## config.mk

```make
export PLATFORM = sky130hd
export DESIGN_NAME = mac_arbiter
export DESIGN_NICKNAME = d
export VERILOG_FILES = /design/src/rtl/mac_arbiter.sv
export SDC_FILE = /design/constraint.sdc
export NUM_CORES = 1
export LEC_CHECK = 0
export ABC_AREA = 1
export CORE_MARGIN = 2
export CORE_UTILIZATION = 59
export CTS_CLUSTER_SIZE = 40
export DETAILED_ROUTE_END_ITERATION = 10
export PLACE_DENSITY = 0.84
export SLEW_MARGIN = 15
export SYNTH_ARGS = -nofsm -noshare
export SYNTH_HDL_FRONTEND = slang
export SYNTH_SLANG_ARGS = --single-unit
```

## constraint.sdc

```tcl
create_clock -name clk -period 8.6 [get_ports clk]
set_clock_uncertainty 0.1 [all_clocks]
set_input_delay 1.72 -clock clk [delete_from_list [all_inputs] [get_ports clk]]
set_output_delay 1.72 -clock clk [all_outputs]
set_load 0.02 [all_outputs]
```

## src/rtl/mac_arbiter.sv

```systemverilog
// Two-requester round-robin arbiter in front of a shared 8x8 multiply-accumulate unit.
// The granted requester streams len operand pairs; the saturating 17-bit sum is reported with a done pulse.
//
//   state | meaning
//   IDLE  | waiting for req0/req1, arbitration happens here
//   BUSY  | winner granted, one operand pair accumulated per cycle
//   DONE  | one-cycle done pulse, result/ovf just updated
module mac_arbiter (
  input  logic        clk,
  input  logic        rst,
  input  logic        req0,
  input  logic [3:0]  len0,
  input  logic [7:0]  a0,
  input  logic [7:0]  b0,
  input  logic        req1,
  input  logic [3:0]  len1,
  input  logic [7:0]  a1,
  input  logic [7:0]  b1,
  output logic        gnt0,
  output logic        gnt1,
  output logic        busy,
  output logic        done,
  output logic        done_id,
  output logic [16:0] result,
  output logic        ovf
);

  typedef enum logic [1:0] {IDLE, BUSY, DONE} state_t;

  state_t      state_q, state_d;
  logic        id_q, id_d;
  logic        last_q, last_d;
  logic [3:0]  len_q, len_d;
  logic [3:0]  cnt_q, cnt_d;
  logic [16:0] acc_q, acc_d;
  logic        sat_q, sat_d;
  logic [16:0] result_q, result_d;
  logic        ovf_q, ovf_d;
  logic        gnt0_q, gnt1_q, busy_q, done_q, done_id_q;

  logic [7:0]  op_a, op_b;
  logic [15:0] prod;
  logic [17:0] sum;
  logic        sum_ovf;
  logic [16:0] acc_sat;
  logic        winner;
  logic [3:0]  win_len;

  assign op_a    = id_q ? a1 : a0;
  assign op_b    = id_q ? b1 : b0;
  assign prod    = 16'(op_a) * 16'(op_b);
  assign sum     = {1'b0, acc_q} + {2'b00, prod};
  assign sum_ovf = sum[17];
  assign acc_sat = sum_ovf ? 17'h1FFFF : sum[16:0];

  // On a tie the requester that was not served last wins.
  assign winner  = (req0 && req1) ? ~last_q : req1;
  assign win_len = winner ? len1 : len0;

  always_comb begin
    state_d  = state_q;
    id_d     = id_q;
    last_d   = last_q;
    len_d    = len_q;
    cnt_d    = cnt_q;
    acc_d    = acc_q;
    sat_d    = sat_q;
    result_d = result_q;
    ovf_d    = ovf_q;
    case (state_q)
      IDLE: begin
        if (req0 || req1) begin
          id_d   = winner;
          last_d = winner;
          len_d  = win_len;
          cnt_d  = 4'd0;
          acc_d  = 17'd0;
          sat_d  = 1'b0;
          if (win_len == 4'd0) begin
            state_d  = DONE;
            result_d = 17'd0;
            ovf_d    = 1'b0;
          end else begin
            state_d = BUSY;
          end
        end
      end
      BUSY: begin
        acc_d = acc_sat;
        sat_d = sat_q | sum_ovf;
        cnt_d = cnt_q + 4'd1;
        if (cnt_q == len_q - 4'd1) begin
          state_d  = DONE;
          result_d = acc_sat;
          ovf_d    = sat_q | sum_ovf;
        end
      end
      DONE:    state_d = IDLE;
      default: state_d = IDLE;
    endcase
  end

  always_ff @(posedge clk) begin
    if (!rst) begin
      state_q   <= IDLE;
      id_q      <= 1'b0;
      last_q    <= 1'b1;
      len_q     <= 4'd0;
      cnt_q     <= 4'd0;
      acc_q     <= 17'd0;
      sat_q     <= 1'b0;
      result_q  <= 17'd0;
      ovf_q     <= 1'b0;
      gnt0_q    <= 1'b0;
      gnt1_q    <= 1'b0;
      busy_q    <= 1'b0;
      done_q    <= 1'b0;
      done_id_q <= 1'b0;
    end else begin
      state_q   <= state_d;
      id_q      <= id_d;
      last_q    <= last_d;
      len_q     <= len_d;
      cnt_q     <= cnt_d;
      acc_q     <= acc_d;
      sat_q     <= sat_d;
      result_q  <= result_d;
      ovf_q     <= ovf_d;
      gnt0_q    <= (state_d == BUSY) && !id_d;
      gnt1_q    <= (state_d == BUSY) && id_d;
      busy_q    <= (state_d != IDLE);
      done_q    <= (state_d == DONE);
      done_id_q <= (state_d == DONE) && id_d;
    end
  end

  assign gnt0    = gnt0_q;
  assign gnt1    = gnt1_q;
  assign busy    = busy_q;
  assign done    = done_q;
  assign done_id = done_id_q;
  assign result  = result_q;
  assign ovf     = ovf_q;

endmodule

```

==> results.md <==
- Status: complete, no violations
- Via-to-Cell Ratio: a little over 5
- Final setup fails: 0
- Fmax achieved: between 100 and 150 MHz
- Max Root-Sink Buffers: 2
- IO Pins: 67
- Crit path capture type: flop
- CTS Hold Bufs: 0
- IO buf count: 66
- Static leakage: 3.24 nW
- Die area: 9790 um^2
- Clock latency on the worst-skew pair: between 0.3 and 0.4 ns
- Crit path launch type: input port
- Top-area cell type share of the netlist area: between 15 and 20%
- Syn_nets: 892
- Hold slack: 0.377 ns
- Clock-pin slew on the worst setup and hold paths: 0.10 ns
- Final nets: approximately 950
- Non-filler cells, final: between 900 and 1k
- Area of the multi-input gates: 3450 um^2
- Avg Cell Area, Syn: 7.04 um^2
- Worst EP arrival: between 6 and 7 ns
- Ratio of final minimum period to clock period: 77.6%
- Worst EP required: 8.66 ns
- WL/cell: 13.6 um
- Min cycle time layout: between 6 and 7 ns
- Pins Over Slew Limit: 0
- Share of cells above drive strength 1: approximately 7%
- Yosys warns: 0
- Final Hold Viols: 0
- Synth top area cells: dfxtp_1 20%, fa_1 19%, nand2_1 13%
- GR Util All Layers: 27.9%
- Post-route DRC: 0
- Worst vdd ir: between 0.0002 and 0.00025 V
- Most used cell, CP: nand2_1
- Post-CTS Setup Repair Bufs: 0
- CTS tree: yes
- Placer Congestion: 0.945
- First DRT Iteration DRCs: 216
- Max-cap violation count: 0
- HP Class: flop to flop
- Synth area leader: dfxtp_1
- Initial antenna violation count: 0
- Vias in the first global route: 4926
- First-pass GRT wire length: around 22 mm
- Core area: ~8700 um^2
- Mapped Cells: roughly 760
- Reg area: around 1100 um^2
- Crit-path max cell delay: 0.56 ns
- Cts repair resizes: 0
- Max-slew headroom: 38.1%
- Setup TNS: 0 ns
- Post-synthesis sequential area ratio: 19.9%
- CP Max Fanout: 18
- Die X-Extent: between 90 and 100 um
- DRT Pass-1 Iters: 5
- Area Growth Syn to Fin: 15.1%
- Largest net degree at the start of global routing: 34
- Fillers: 771
- Root buf cell: clkbuf_8
- Clk sinks: 53
- CTS buffer count: 5
- Post-Synthesis Cell Area: around 5300 um^2
- Post-layout util: 70.2%
- Total Routed Length: 12.6 mm
- Die Ht: 98.9 um
- Remaining Overflow, GRT: 0
- Critical path type: input port to flop
- Synth Register Bits: 53
- Vias: approximately 4.8k
- FP Rows: 34
- Cells along the critical path: clkdlybuf4s50_1 -> o21ai_0 -> inv_1 -> nand2_1 -> fa_1 -> fa_1 -> inv_1 -> fa_1 -> inv_1 -> fa_1 -> inv_1 -> ha_1 -> nand2_1 -> nor2_2 -> nand2_1 -> nand3b_4 -> nand2_2 -> nand2_1 -> nand2_2 -> nand2_4 -> nand2_1 -> nand2_1 -> a21oi_1
- DP Wirelength: 10.4 mm
- RSZ-0062 raised after global routing: false
- Worst-Margin Slew: 0.925 ns
- Post-placement cell count: 916
- Depth of the CTS H-tree: 2
- Slowest cell on the critical path: o21ai_0
- Post-synth cell types: 35
- Power per standard cell area: a little under 400 nW/um^2
- Initial Utilization: 61.0%
- Routed Antenna Nets: 0
- N_diodes: 0
logic make-up after synthesis:
group | synth area share (%)
buffers and inverters | 15.3
and+or+nand+nor | 26.4
adders and majority gates | 28.7
xor gates and xnor gates | 2.14
DFF | 19.9
AOI/OAI and AO/OA | 7.50
layer usage:
metal	GRT usage, %	wire, um	vias to the layer above
met5	0	0	-
met4	9.38	334	0
met3	4.33	580	30
met2	49.1	6320	134
met1	34.8	5340	2224
li1	-	-	2362
final cells by class:
type                    count  share of cell area (%)
repair buffers             70                    11.3
flip-flops and latches     53                    17.3
clock buffers               6                    1.19
inverters                 187                    11.5
multi-input cells         498                    56.3
clock inverters             2                   0.225
well taps                 108                    2.21
sequential cells by signal, indices dropped and copies added (netlist names), 2 cells and up:
| signal | flops |
|---|---|
| result | 17 |
| len_q | 4 |
| cnt_q | 4 |
| state_q | 2 |
| acc_q | 17 |
worst max-delay path: cells and delay by family:
family                   cells  cell delay [ns]
adder cells (fa/ha/maj)      5             2.42
buffers and inverters        5             0.76
AO/OA/AOI/OAI                2             0.64
AND/OR/NAND/NOR             11             1.16
synth_stat cells:
cell      count
ha_1         42
nand3b_4      1
xor2_1        6
nor3_1        2
a21oi_2       8
nor3_2        1
a21oi_1      39
nand4_1       3
nand2_4       1
clkinv_1      1
nand2_2      22
nand4_4       2
a22oi_1       1
xnor2_1       7
o21ai_1       6
buf_4         2
buf_1         1
inv_2         3
inv_1       183
nand2_1     188
nand3_2       1
o21ai_0      15
nor2_2        5
buf_8         1
nor2_1       59
nand3_1      33
buf_6         3
dfxtp_1      53
a31oi_1       2
and2_1        2
clkbuf_1      8
nand3b_1      1
a311oi_1      1
buf_2         3
fa_1         50
metrics by stage:
| stage | cell area [um^2] | power (mW) | setup WS, ns |
|---|---|---|---|
| finish | 6120 | 2.38 | 1.93 |
| global route | 6120 | 2.70 | 1.62 |
| CTS | 6120 | 2.39 | 1.95 |
| detailed placement | 6030 | 2.23 | 1.64 |
| global placement | 6030 | 2.19 | 1.75 |
| floorplan | 5320 | 1.81 | 2.61 |
cell usage in the layout, fill, tap and decap left out, types with 15 or more instances in the layout:
master / count
o21ai_0: 15
inv_1: 183
nand3_1: 33
a21oi_1: 39
fa_1: 50
nand2_2: 22
dfxtp_1: 53
ha_1: 42
nor2_1: 58
clkdlybuf4s50_1: 66
nand2_1: 188
power breakdown:
| group | total [mW] | internal (mW) | switching (mW) |
|---|---|---|---|
| Combinational | 1.94 | 0.755 | 1.18 |
| Clock | 0.143 | 0.0582 | 0.0843 |
| Sequential | 0.305 | 0.281 | 0.0238 |
| Total | 2.38 | 1.09 | 1.29 |
worst paths after layout:
check	from	end	slack (ns)	cells after the start
setup / recovery	a0[1]	acc_q[9]$_SDFFE_PN0P_	1.93	23
hold / removal	last_q$_SDFFE_PN1P_	last_q$_SDFFE_PN1P_	0.38	2
setup reg to reg	id_q$_SDFF_PN0_	acc_q[9]$_SDFFE_PN0P_	3.14	23
hold reg to reg	last_q$_SDFFE_PN1P_	last_q$_SDFFE_PN1P_	0.38	2
Note: power is estimated with default switching activity, not from simulation.
